[config.mk]
export PLATFORM = sky130hd
export DESIGN_NAME = cordic_kernel_iter_flat
export DESIGN_NICKNAME = d
export VERILOG_FILES = /design/src/rtl/cordic_kernel_iter_pkg.sv /design/src/rtl/cordic_kernel_iter_if.sv /design/src/rtl/cordic_kernel_iter_atan_rom.sv /design/src/rtl/cordic_kernel_iter.sv /design/src/flat_wrapper.sv
export SDC_FILE = /design/constraint.sdc
export NUM_CORES = 1
export LEC_CHECK = 0
export ABC_AREA = 1
export CORE_MARGIN = 4
export CORE_UTILIZATION = 55
export CTS_CLUSTER_DIAMETER = 150
export DETAILED_ROUTE_END_ITERATION = 10
export PLACE_DENSITY = 0.83
export RECOVER_POWER = 50
export SLEW_MARGIN = 20
export SYNTH_ARGS = -nofsm -noshare
export SYNTH_HDL_FRONTEND = slang
export SYNTH_HIERARCHICAL = 1
export SYNTH_SLANG_ARGS = --single-unit
[constraint.sdc]
create_clock -name clk -period 4.7 [get_ports clk]
set_input_delay 0.47 -clock clk [delete_from_list [all_inputs] [get_ports clk]]
set_output_delay 0.47 -clock clk [all_outputs]
set_load 0.03 [all_outputs]
[src/rtl/cordic_kernel_iter_pkg.sv]
// rtl/cordic_kernel_iter_pkg.sv - shared CORDIC mode/state types and iteration limits
package package_settings;

  localparam int MAX_CORDIC_ITERATIONS = 32;
  localparam int CORDIC_IDX_W          = $clog2(MAX_CORDIC_ITERATIONS);

  typedef enum logic {
    CORDIC_ROTATE = 1'b0,
    CORDIC_VECTOR = 1'b1
  } cordic_mode_t;

  typedef enum logic [1:0] {
    CORDIC_IDLE,
    CORDIC_ITER,
    CORDIC_DONE
  } cordic_iter_state_t;

endpackage

[src/rtl/cordic_kernel_iter_if.sv]
// rtl/cordic_kernel_iter_if.sv - sample/result handshake bundle of the iterative CORDIC kernel
interface cordic_kernel_iter_if #(
  parameter int DATA_WIDTH  = 16,
  parameter int ANGLE_WIDTH = 16,
  parameter int TAG_WIDTH   = 4
);
  logic                         in_valid;
  logic                         in_ready;
  logic                         in_mode;
  logic signed [DATA_WIDTH-1:0] in_x;
  logic signed [DATA_WIDTH-1:0] in_y;
  logic [ANGLE_WIDTH-1:0]       in_z;
  logic [TAG_WIDTH-1:0]         in_tag;
  logic                         out_valid;
  logic                         out_ready;
  logic signed [DATA_WIDTH+1:0] out_x;
  logic signed [DATA_WIDTH+1:0] out_y;
  logic [ANGLE_WIDTH-1:0]       out_z;
  logic [TAG_WIDTH-1:0]         out_tag;

  modport master (
    output in_valid, in_mode, in_x, in_y, in_z, in_tag, out_ready,
    input  in_ready, out_valid, out_x, out_y, out_z, out_tag
  );

  modport slave (
    input  in_valid, in_mode, in_x, in_y, in_z, in_tag, out_ready,
    output in_ready, out_valid, out_x, out_y, out_z, out_tag
  );
endinterface

[src/rtl/cordic_kernel_iter_atan_rom.sv]
// rtl/cordic_kernel_iter_atan_rom.sv - elaboration-time atan(2^-i) table in binary angle units
module cordic_atan_rom
  import package_settings::*;
#(
  parameter int ANGLE_WIDTH = 16,
  parameter int ITERATIONS  = 16
) (
  input  logic [CORDIC_IDX_W-1:0] idx,
  output logic [ANGLE_WIDTH-1:0]  atan
);

  // Rounded atan(2^-i) with a full turn equal to 2^32; narrower angles round this down.
  function automatic logic [31:0] atan_ref32(input int i);
    case (i)
      0:  return 32'h2000_0000;
      1:  return 32'h12E4_051E;
      2:  return 32'h09FB_385B;
      3:  return 32'h0511_11D4;
      4:  return 32'h028B_0D43;
      5:  return 32'h0145_D7E1;
      6:  return 32'h00A2_F61E;
      7:  return 32'h0051_7C55;
      8:  return 32'h0028_BE53;
      9:  return 32'h0014_5F2F;
      10: return 32'h000A_2F98;
      11: return 32'h0005_17CC;
      12: return 32'h0002_8BE6;
      13: return 32'h0001_45F3;
      14: return 32'h0000_A2FA;
      15: return 32'h0000_517D;
      16: return 32'h0000_28BE;
      17: return 32'h0000_145F;
      18: return 32'h0000_0A30;
      19: return 32'h0000_0518;
      20: return 32'h0000_028C;
      21: return 32'h0000_0146;
      22: return 32'h0000_00A3;
      23: return 32'h0000_0051;
      24: return 32'h0000_0029;
      25: return 32'h0000_0014;
      26: return 32'h0000_000A;
      27: return 32'h0000_0005;
      28: return 32'h0000_0003;
      29: return 32'h0000_0001;
      30: return 32'h0000_0001;
      default: return 32'h0000_0000;
    endcase
  endfunction

  function automatic logic [ANGLE_WIDTH-1:0] scale_angle(input logic [31:0] v);
    logic [32:0] t;
    t = {1'b0, v};
    if (ANGLE_WIDTH < 32) t = t + (33'd1 << (31 - ANGLE_WIDTH));
    t = t >> (32 - ANGLE_WIDTH);
    return t[ANGLE_WIDTH-1:0];
  endfunction

  logic [ANGLE_WIDTH-1:0] atan_table [MAX_CORDIC_ITERATIONS];

  for (genvar g = 0; g < MAX_CORDIC_ITERATIONS; g++) begin : g_entry
    if (g < ITERATIONS) begin : g_used
      assign atan_table[g] = scale_angle(atan_ref32(g));
    end else begin : g_unused
      assign atan_table[g] = '0;
    end
  end

  assign atan = atan_table[idx];

endmodule

[src/rtl/cordic_kernel_iter.sv]
// rtl/cordic_kernel_iter.sv - iterative rotation/vectoring CORDIC kernel, one micro-rotation per cycle
module cordic_kernel_iter
  import package_settings::*;
#(
  parameter int DATA_WIDTH  = 16,
  parameter int ANGLE_WIDTH = 16,
  parameter int ITERATIONS  = 16,
  parameter int TAG_WIDTH   = 4
) (
  input logic                clk,
  input logic                reset,
  cordic_kernel_iter_if.slave bus
);

  localparam int XW = DATA_WIDTH + 2;
  localparam logic [CORDIC_IDX_W-1:0] LAST_IDX  = CORDIC_IDX_W'(ITERATIONS - 1);
  localparam logic [ANGLE_WIDTH-1:0]  HALF_TURN = {1'b1, {(ANGLE_WIDTH-1){1'b0}}};

  if (ITERATIONS < 1 || ITERATIONS > ANGLE_WIDTH || ITERATIONS > DATA_WIDTH + 2 ||
      ITERATIONS > MAX_CORDIC_ITERATIONS || ANGLE_WIDTH < 2 || ANGLE_WIDTH > 32) begin : g_bad_params
    $error("cordic_kernel_iter: illegal ITERATIONS/ANGLE_WIDTH/DATA_WIDTH combination");
  end

  cordic_iter_state_t        state_q, state_d;
  cordic_mode_t              mode_q, mode_d;
  logic [CORDIC_IDX_W-1:0]   count_q, count_d;
  logic signed [XW-1:0]      x_q, x_d, y_q, y_d;
  logic [ANGLE_WIDTH-1:0]    z_q, z_d;
  logic [TAG_WIDTH-1:0]      tag_q, tag_d;
  logic                      in_ready_q, in_ready_d;
  logic                      out_valid_q, out_valid_d;

  logic signed [XW-1:0]      x_in, y_in, x_sh, y_sh;
  logic                      flip, sigma_pos;
  logic [ANGLE_WIDTH-1:0]    atan_i;

  cordic_atan_rom #(
    .ANGLE_WIDTH (ANGLE_WIDTH),
    .ITERATIONS  (ITERATIONS)
  ) u_atan_rom (
    .idx  (count_q),
    .atan (atan_i)
  );

  always_comb begin
    state_d     = state_q;
    mode_d      = mode_q;
    count_d     = count_q;
    x_d         = x_q;
    y_d         = y_q;
    z_d         = z_q;
    tag_d       = tag_q;
    in_ready_d  = in_ready_q;
    out_valid_d = out_valid_q;

    x_in = {{2{bus.in_x[DATA_WIDTH-1]}}, bus.in_x};
    y_in = {{2{bus.in_y[DATA_WIDTH-1]}}, bus.in_y};
    // Fold the input into the right half-plane so the micro-rotations can converge.
    flip = bus.in_mode ? bus.in_x[DATA_WIDTH-1]
                       : (bus.in_z[ANGLE_WIDTH-1] ^ bus.in_z[ANGLE_WIDTH-2]);
    sigma_pos = (mode_q == CORDIC_ROTATE) ? !z_q[ANGLE_WIDTH-1] : y_q[XW-1];
    x_sh = x_q >>> count_q;
    y_sh = y_q >>> count_q;

    case (state_q)
      CORDIC_IDLE: begin
        if (bus.in_valid) begin
          mode_d     = bus.in_mode ? CORDIC_VECTOR : CORDIC_ROTATE;
          tag_d      = bus.in_tag;
          x_d        = flip ? -x_in : x_in;
          y_d        = flip ? -y_in : y_in;
          z_d        = flip ? bus.in_z + HALF_TURN : bus.in_z;
          count_d    = '0;
          in_ready_d = 1'b0;
          state_d    = CORDIC_ITER;
        end
      end
      CORDIC_ITER: begin
        if (sigma_pos) begin
          x_d = x_q - y_sh;
          y_d = y_q + x_sh;
          z_d = z_q - atan_i;
        end else begin
          x_d = x_q + y_sh;
          y_d = y_q - x_sh;
          z_d = z_q + atan_i;
        end
        if (count_q == LAST_IDX) begin
          state_d     = CORDIC_DONE;
          out_valid_d = 1'b1;
        end else begin
          count_d = count_q + 1'b1;
        end
      end
      CORDIC_DONE: begin
        if (bus.out_ready) begin
          state_d     = CORDIC_IDLE;
          out_valid_d = 1'b0;
          in_ready_d  = 1'b1;
        end
      end
      default: begin
        state_d     = CORDIC_IDLE;
        out_valid_d = 1'b0;
        in_ready_d  = 1'b1;
      end
    endcase
  end

  always_ff @(posedge clk) begin
    if (reset) begin
      state_q     <= CORDIC_IDLE;
      mode_q      <= CORDIC_ROTATE;
      count_q     <= '0;
      x_q         <= '0;
      y_q         <= '0;
      z_q         <= '0;
      tag_q       <= '0;
      in_ready_q  <= 1'b1;
      out_valid_q <= 1'b0;
    end else begin
      state_q     <= state_d;
      mode_q      <= mode_d;
      count_q     <= count_d;
      x_q         <= x_d;
      y_q         <= y_d;
      z_q         <= z_d;
      tag_q       <= tag_d;
      in_ready_q  <= in_ready_d;
      out_valid_q <= out_valid_d;
    end
  end

  assign bus.in_ready  = in_ready_q;
  assign bus.out_valid = out_valid_q;
  assign bus.out_x     = x_q;
  assign bus.out_y     = y_q;
  assign bus.out_z     = z_q;
  assign bus.out_tag   = tag_q;

endmodule

[src/flat_wrapper.sv]
// flat-port wrapper written by rule: the top's interface ports become plain ports
module cordic_kernel_iter_flat import package_settings::*;
#(
  parameter int DATA_WIDTH  = 16,
  parameter int ANGLE_WIDTH = 16,
  parameter int ITERATIONS  = 16,
  parameter int TAG_WIDTH   = 4
)
  (clk, reset, bus_in_valid, bus_in_mode, bus_in_x, bus_in_y, bus_in_z, bus_in_tag, bus_out_ready, bus_in_ready, bus_out_valid, bus_out_x, bus_out_y, bus_out_z, bus_out_tag);
  cordic_kernel_iter_if #(.DATA_WIDTH(DATA_WIDTH), .ANGLE_WIDTH(ANGLE_WIDTH), .TAG_WIDTH(TAG_WIDTH)) bus_i ();
  input logic clk;
  input logic reset;
  input wire logic [$bits(bus_i.in_valid)-1:0] bus_in_valid;
  input wire logic [$bits(bus_i.in_mode)-1:0] bus_in_mode;
  input wire logic [$bits(bus_i.in_x)-1:0] bus_in_x;
  input wire logic [$bits(bus_i.in_y)-1:0] bus_in_y;
  input wire logic [$bits(bus_i.in_z)-1:0] bus_in_z;
  input wire logic [$bits(bus_i.in_tag)-1:0] bus_in_tag;
  input wire logic [$bits(bus_i.out_ready)-1:0] bus_out_ready;
  output wire logic [$bits(bus_i.in_ready)-1:0] bus_in_ready;
  output wire logic [$bits(bus_i.out_valid)-1:0] bus_out_valid;
  output wire logic [$bits(bus_i.out_x)-1:0] bus_out_x;
  output wire logic [$bits(bus_i.out_y)-1:0] bus_out_y;
  output wire logic [$bits(bus_i.out_z)-1:0] bus_out_z;
  output wire logic [$bits(bus_i.out_tag)-1:0] bus_out_tag;
  assign bus_i.in_valid = bus_in_valid;
  assign bus_i.in_mode = bus_in_mode;
  assign bus_i.in_x = bus_in_x;
  assign bus_i.in_y = bus_in_y;
  assign bus_i.in_z = bus_in_z;
  assign bus_i.in_tag = bus_in_tag;
  assign bus_i.out_ready = bus_out_ready;
  assign bus_in_ready = bus_i.in_ready;
  assign bus_out_valid = bus_i.out_valid;
  assign bus_out_x = bus_i.out_x;
  assign bus_out_y = bus_i.out_y;
  assign bus_out_z = bus_i.out_z;
  assign bus_out_tag = bus_i.out_tag;
  cordic_kernel_iter #(.DATA_WIDTH(DATA_WIDTH), .ANGLE_WIDTH(ANGLE_WIDTH), .ITERATIONS(ITERATIONS), .TAG_WIDTH(TAG_WIDTH)) u_core (.clk(clk), .reset(reset), .bus(bus_i));
endmodule
==> out/qor.txt, run 1 <==
DR vias/cell -> 5.92
Setup Crit Path Kind -> reg -> reg
Tcrit/Tclk final -> 91.4%
Setup total negative slack -> 0 ns
Gpl congestion -> 1.02
Critical path capture point type -> flip-flop
VDD IR max -> 0.223 mV
Sequential area share after synthesis -> 14.6%
DP Area -> 10300 sq um
Reg2reg end -> u_core/bus.out_y[11]
Diode count -> 0
Largest net degree at the start of global routing -> 47
First-pass iteration count of the detailed router -> 6
Via count -> 10900
Worst hold path class -> reg -> reg
Skew final -> 0.00793 ns
Ports -> 115
Routed WL per cell -> 16.6 microns
Most frequent cells in the layout -> nand2_1, nand3_1, a21oi_1
Path depth of the worst reg2reg path -> 26
Max-slew headroom -> 12.9%
WL final -> 30400 microns
Flop pwr share -> 16.5%
Fraction of layout cells with a size suffix above 1 -> 6.67%
#FFs+latches synth -> 66
PnR worst setup slack -> 0.406 ns
Worst endpoint required time -> 4.97 ns
Psw -> 2.44 mW
Ys flop type -> dfxtp_1
Number of remaining DRC errors -> 0
Die Area -> 18500 sq um
Fin crit period -> 4.29 ns
Die X -> 136 microns
Worst Tran Pin Value -> 1.31 ns
Max-Cap Viols -> 0
Initial DRC Count -> 1270
Vias in the first global route -> 9796
Post-Syn Instances -> 1530
P_leak -> 5.19 nW
Pint -> 2.26 mW
Hold path cells -> 2
CTS tree -> yes
Dpl ws -> 0.542 ns
EDFF count, synth -> 0
Area Overhead vs Synth -> 17.5%
Clk slew on worst S/H paths -> 0.06 ns
CTS root buf -> clkbuf_16
Commonest non-fill, non-tap cell in the layout -> nand2_1
Initial Utilization -> 56.5%
RR Startpoint -> u_core/count_q[0]
DP Cell Count -> 1819
Clk buf depth -> 2
Design area -> 10600 sq um
Largest fanout on the critical path -> 19
Final nets -> 1737
Worst Hold Launch -> u_core/bus.in_ready
Chip height -> 136 microns
RSZ-0062 raised after global routing -> false
Syn avg cell area -> 5.90 sq um
# H-tree levels -> 3
Pwr per Cell Area -> 442 nW/um^2
Row count -> 46
Final Power -> 4.69 mW
Async set-reset flop share out of synthesis -> 0%
Startpoint class of the critical path -> flip-flop
Initial antenna violation count -> 0
F_max -> 233 MHz
Worst-Skew Late Latency -> 0.35 ns
Post-cts sizing count -> 0
Yosys cell types -> 57
Buffers on Ports -> 114
Non-Filler Instances -> 1835
Status -> completed
Core Area -> 16000 sq um
Max-slew violations -> 0
Hold_buf cts -> 0
Switch share -> 51.9%
Finish-stage setup viols -> 0
Final hold violations -> 0
Worst Path Arrival -> 4.56 ns
Clock net sink count -> 66
Hold EP -> u_core/bus.in_ready
First-pass GRT wire length -> 48700 microns
Reg-to-reg slack, setup -> 0.41 ns
Ys Warns -> 6
Setup bufs post-CTS -> 0
Clock power frac -> 16.3%
Part of the power in combinational logic -> 67.2%
Total global routing track utilization -> 32.4%
Overflow after GRT -> 0
Synthesized area -> 9030 sq um
Inserted Clock Buffers -> 9
Routed Antenna Nets -> 0
Post-DP HPWL -> 23200 microns
## flip-flops by register name, indices dropped and copies added, names as in the netlist, 2 cells and up
name                flops
u_core/bus.out_x       18
u_core/count_q          5
u_core/bus.out_z       16
u_core/bus.out_tag      4
u_core/bus.out_y       18
u_core/state_q          2
## cell families (layout without fill, tap and decap cells)
logic type,Yosys count,count (layout),share of synthesized area [%]
AND/OR/NAND/NOR,744,744,36.1
AO/OA/AOI/OAI,370,370,23.3
buffers and inverters,219,307,10.4
adder cells (fa/ha/maj),66,66,9.39
flip-flops,66,66,14.6
XOR/XNOR,64,64,6.21
other,1,2,0.0415
## metal layers
| metal | share of wire, % | vias to the layer above | track usage, % |
|---|---|---|---|
| met1 | 43 | 4928 | 44.5 |
| met3 | 8.9 | 61 | 5.29 |
| li1 | - | 5323 | - |
| met4 | 2.7 | 0 | 11.4 |
| met2 | 45 | 547 | 51.3 |
| met5 | 0 | - | 0 |
## worst max-delay path, stage by stage (launching register included)
cell,delay [ns]
dfxtp_1,0.42
buf_4,0.27
nand2_1,0.10
nand2_1,0.07
nand2_1,0.06
nand3_1,0.07
o21ai_0,0.18
nand2_1,0.11
nand3_1,0.09
inv_1,0.10
ha_1,0.14
inv_1,0.04
nor2_1,0.10
nand2_1,0.14
o31ai_4,0.31
o21ai_1,0.14
xnor2_1,0.16
inv_1,0.06
ha_1,0.36
nand2_1,0.11
nor2_1,0.13
nand4_1,0.14
o21bai_1,0.30
a21boi_0,0.18
a21oi_1,0.17
o21ai_0,0.11
a21oi_1,0.15
## synthesized netlist by cell type, types with 4 or more instances
| cell type | count | share of area (%) |
|---|---|---|
| inv_2 | 8 | 0.33 |
| nor2_4 | 5 | 0.62 |
| o21a_1 | 8 | 0.66 |
| nand4_1 | 11 | 0.76 |
| or2_2 | 5 | 0.35 |
| o21bai_1 | 5 | 0.42 |
| inv_1 | 140 | 5.8 |
| nor3_1 | 24 | 1.3 |
| nand3_2 | 8 | 0.89 |
| nand2_1 | 380 | 16 |
| clkinv_1 | 4 | 0.17 |
| a31oi_1 | 23 | 1.6 |
| buf_2 | 17 | 0.94 |
| clkbuf_1 | 29 | 1.2 |
| buf_6 | 6 | 0.75 |
| xnor2_1 | 17 | 1.6 |
| xor2_1 | 47 | 4.6 |
| a21oi_1 | 143 | 7.9 |
| o21ai_0 | 122 | 6.8 |
| o211ai_1 | 14 | 1.2 |
| o31ai_1 | 11 | 0.91 |
| o21ai_1 | 9 | 0.50 |
| nor2_1 | 120 | 5.0 |
| buf_4 | 9 | 0.75 |
| dfxtp_1 | 66 | 15 |
| ha_1 | 63 | 8.7 |
| a211oi_1 | 10 | 0.83 |
| nand3_1 | 152 | 8.4 |
| nand2_2 | 17 | 1.2 |
| nor2_2 | 9 | 0.62 |
## layout make-up
type	count	area, sq um
inverter	155	597
timing repair buffer	136	1300
tap	216	270
clock buffer	10	239
multi-input combinational	1246	6790
clock inverter	6	90.1
sequential	66	1320
fill	1579	5390
## worst max path at each step
stage | startpoint | to | slack, ns | cells past startpoint
floorplan | u_core/count_q[0] | u_core/bus.out_y[17] | 0.92 | 28
global placement | u_core/count_q[0] | u_core/bus.out_y[13] | 0.65 | 26
detailed placement | u_core/count_q[0] | u_core/bus.out_z[10] | 0.54 | 24
CTS | u_core/count_q[0] | u_core/bus.out_z[10] | 0.54 | 24
global route | u_core/count_q[0] | u_core/bus.out_z[10] | 0.04 | 24
finish | u_core/count_q[0] | u_core/bus.out_y[11] | 0.41 | 26
## metrics by stage
stage | hold slack, ns | util (%)
global route | 0.526 | 66.3
global placement | 0.468 | 64.3
CTS | 0.498 | 66.4
floorplan | 0.451 | -
finish | 0.491 | 66.3
detailed placement | 0.474 | 64.3
## power by group through the flow
stage / combinational (mW) / clock (mW) / sequential [mW]
after CTS: 3.11 / 0.773 / 0.778
after floorplan: 2.19 / 0 / 0.876
after global routing: 3.49 / 0.796 / 0.786
after detailed placement: 3.08 / 0 / 0.789
final: 3.15 / 0.764 / 0.776
after global placement: 3.05 / 0 / 0.790
(Power assumes the default switching activity.)
==> inputs of run 2 (changes only) <==
- DONT_BUFFER_PORTS: default -> 1
- PLACE_DENSITY: 0.83 -> 0.74
- SETUP_SLACK_MARGIN: default -> 0.05
- SYNTH_HIERARCHICAL: 1 -> default
==> out/qor.txt, run 2 <==
Fin crit period -> 4.31 ns
Setup bufs post-CTS -> 0
Async set-reset flop share out of synthesis -> 0%
Non-Filler Instances -> 1675
Ys flop type -> dfxtp_1
Fraction of layout cells with a size suffix above 1 -> 6.35%
Tcrit/Tclk final -> 91.7%
Initial DRC Count -> 1164
Post-Syn Instances -> 1475
Critical-path cell list -> clkbuf_1, nand2_1, o21ai_1, inv_1, nand2_1, xor2_1, inv_1, ha_1, a21oi_1, nand2_1, a31oi_1, o21ai_0, a31oi_1, o21ai_0, xor2_1, o21ai_0, a21oi_1
Max-slew violations -> 0
Buffers on Ports -> 0
Die Area -> 17900 sq um
P_leak -> 4.53 nW
Syn Nets -> 1597
DP Cell Count -> 1660
Setup Crit Path Kind -> reg -> reg
Gpl congestion -> 0.973
Largest fanout on the critical path -> 22
CTS root buf -> clkbuf_16
Worst Hold Launch -> reset
WL final -> 29200 microns
Worst hold path class -> in -> reg
RSZ-0062 raised after global routing -> false
Synth top cells by count -> nand2_1, nand3_1, inv_1
Sequential area share after synthesis -> 15.1%
Skew final -> 0.00878 ns
Hold slack final -> 0.192 ns
Pwr per Cell Area -> 499 nW/um^2
Setup total negative slack -> 0 ns
Total global routing track utilization -> 32.2%
Finish-stage setup viols -> 0
# H-tree levels -> 3
Initial Utilization -> 56.8%
#FFs+latches synth -> 66
Critical path capture point type -> flip-flop
Overflow after GRT -> 0
Routed Antenna Nets -> 0
VDD IR max -> 0.308 mV
Part of the power in combinational logic -> 65.9%
Vias in the first global route -> 8747
Yosys cell types -> 54
Pint -> 2.14 mW
Worst endpoint required time -> 4.93 ns
Ys Warns -> 0
Fillcell total -> 1576
Diode count -> 0
Row count -> 45
Synthesized area -> 8730 sq um
DR vias/cell -> 5.91
Switch share -> 53.3%
Post-DP HPWL -> 22700 microns
Reg-to-reg slack, setup -> 0.39 ns
Core Area -> 15400 sq um
Worst-Skew Late Latency -> 0.35 ns
Top-area cell type share of the netlist area -> 16.0%
Crit. Startpoint -> u_core.bus.out_y[17]
F_max -> 232 MHz
Number of remaining DRC errors -> 0
Cell at the slowest stage of the critical path -> clkbuf_1
Final hold violations -> 0
Startpoint class of the critical path -> flip-flop
Chip height -> 134 microns
Syn avg cell area -> 5.92 sq um
Max-slew headroom -> 15.1%
Initial antenna violation count -> 0
Status -> completed
Die X -> 134 microns
Clock net sink count -> 66
Area Overhead vs Synth -> 5.15%
Clock power frac -> 15.6%
Clk buf depth -> 2
Ports -> 115
Max-Cap Viols -> 0
RR Startpoint -> u_core.bus.out_y[17]
Largest net degree at the start of global routing -> 57
Clk slew on worst S/H paths -> 0.06 ns
Dominant cells by area after synthesis -> nand2_1, dfxtp_1, ha_1
Psw -> 2.44 mW
Final nets -> 1582
Flop pwr share -> 18.5%
EDFF count, synth -> 0
Via count -> 9907
Most frequent cells in the layout -> nand2_1, nand3_1, inv_1
Inserted Clock Buffers -> 9
First-pass GRT wire length -> 46500 microns
Worst Path Arrival -> 4.54 ns
Worst path max stage delay -> 0.53 ns
CTS tree -> yes
Worst Tran Pin Value -> 1.27 ns
First-pass iteration count of the detailed router -> 6
Commonest non-fill, non-tap cell in the layout -> nand2_1
Count leader, synth -> nand2_1
Leading area contributor after synthesis -> nand2_1
Routed WL per cell -> 17.4 microns
[run 2: cell types whose count changed after synthesis, moves of 7 or more]
cell     delta
o21a_1      -8
xnor2_1     +8
o21ai_1     +7
a21oi_1    -22
o21ai_0     +9
nor3_1      -9
inv_1       +7
nand2_1     -9
nand2_2    -12
[run 2: layer usage]
| metal | global-route usage (%) | up-vias | part of all wire (%) |
|---|---|---|---|
| met2 | 47.8 | 479 | 42 |
| met5 | 0 | - | 0 |
| met3 | 6.04 | 51 | 9.9 |
| met1 | 47.4 | 4448 | 46 |
| li1 | - | 4929 | - |
| met4 | 9.09 | 0 | 2.6 |
[run 2: cells by family (layout without fill, tap and decap cells)]
| logic type | after synthesis | in the layout | share of synthesized area [%] |
|---|---|---|---|
| XOR/XNOR | 69 | 69 | 6.92 |
| flip-flops | 66 | 66 | 15.1 |
| AND/OR/NAND/NOR | 695 | 695 | 34.1 |
| adder cells (fa/ha/maj) | 65 | 65 | 9.58 |
| buffers and inverters | 225 | 214 | 11.1 |
| AO/OA/AOI/OAI | 355 | 355 | 23.1 |
[run 2: layout make-up]
cell class                      count  area, sq um  share of cell area, %
Multi-Input combinational cell   1184         6440                   70.2
Timing Repair Buffer               41          234                   2.55
Clock buffer                       13          270                   2.95
Tap cell                          211          264                   2.88
Sequential cell                    66         1330                   14.5
Clock inverter                      2         35.0                  0.382
Inverter                          158          603                   6.57
[run 2: critical path, delay by kind of cell (launching register included)]
family | cells | cell delay [ns]
simple gates | 3 | 0.43
xor+xnor | 2 | 0.51
compound gates | 8 | 1.40
flops | 1 | 0.48
fa+ha+maj | 1 | 0.34
buf+inv | 3 | 1.02
[run 2: worst paths after layout]
| check | endpoint | cells past startpoint |
|---|---|---|
| min | u_core.bus.out_z[7] | 1 |
| max | u_core.bus.out_z[12] | 17 |
| max reg2reg | u_core.bus.out_z[12] | 17 |
| min reg2reg | u_core.mode_q | 2 |
[run 2: through the flow]
step           cell area (sq um)  setup slack, ns  util, %  power [mW]
2_1_floorplan               8730            0.986        -        3.14
3_3_place_gp                8950            0.341     58.2        3.80
3_5_place_dp                8950            0.282     58.2        3.81
4_1_cts                     9250            0.285     60.2        4.54
5_1_grt                     9180           0.0690     59.7        4.97
6_report                    9180            0.392     59.7        4.58
[run 2: power groups by stage]
stage	registers (mW)	logic, mW	clock network [mW]
after global routing	0.855	3.38	0.739
after floorplan	0.883	2.25	0
after global placement	0.855	2.94	0
after detailed placement	0.854	2.96	0
after CTS	0.842	2.98	0.720
final	0.847	3.01	0.714
[run 2: repair_timing]
item / in CTS / in global routing
endpoints found under the setup margin: 0 / 17
hold buffers: 0 / 0
gates resized for setup: 0 / 9
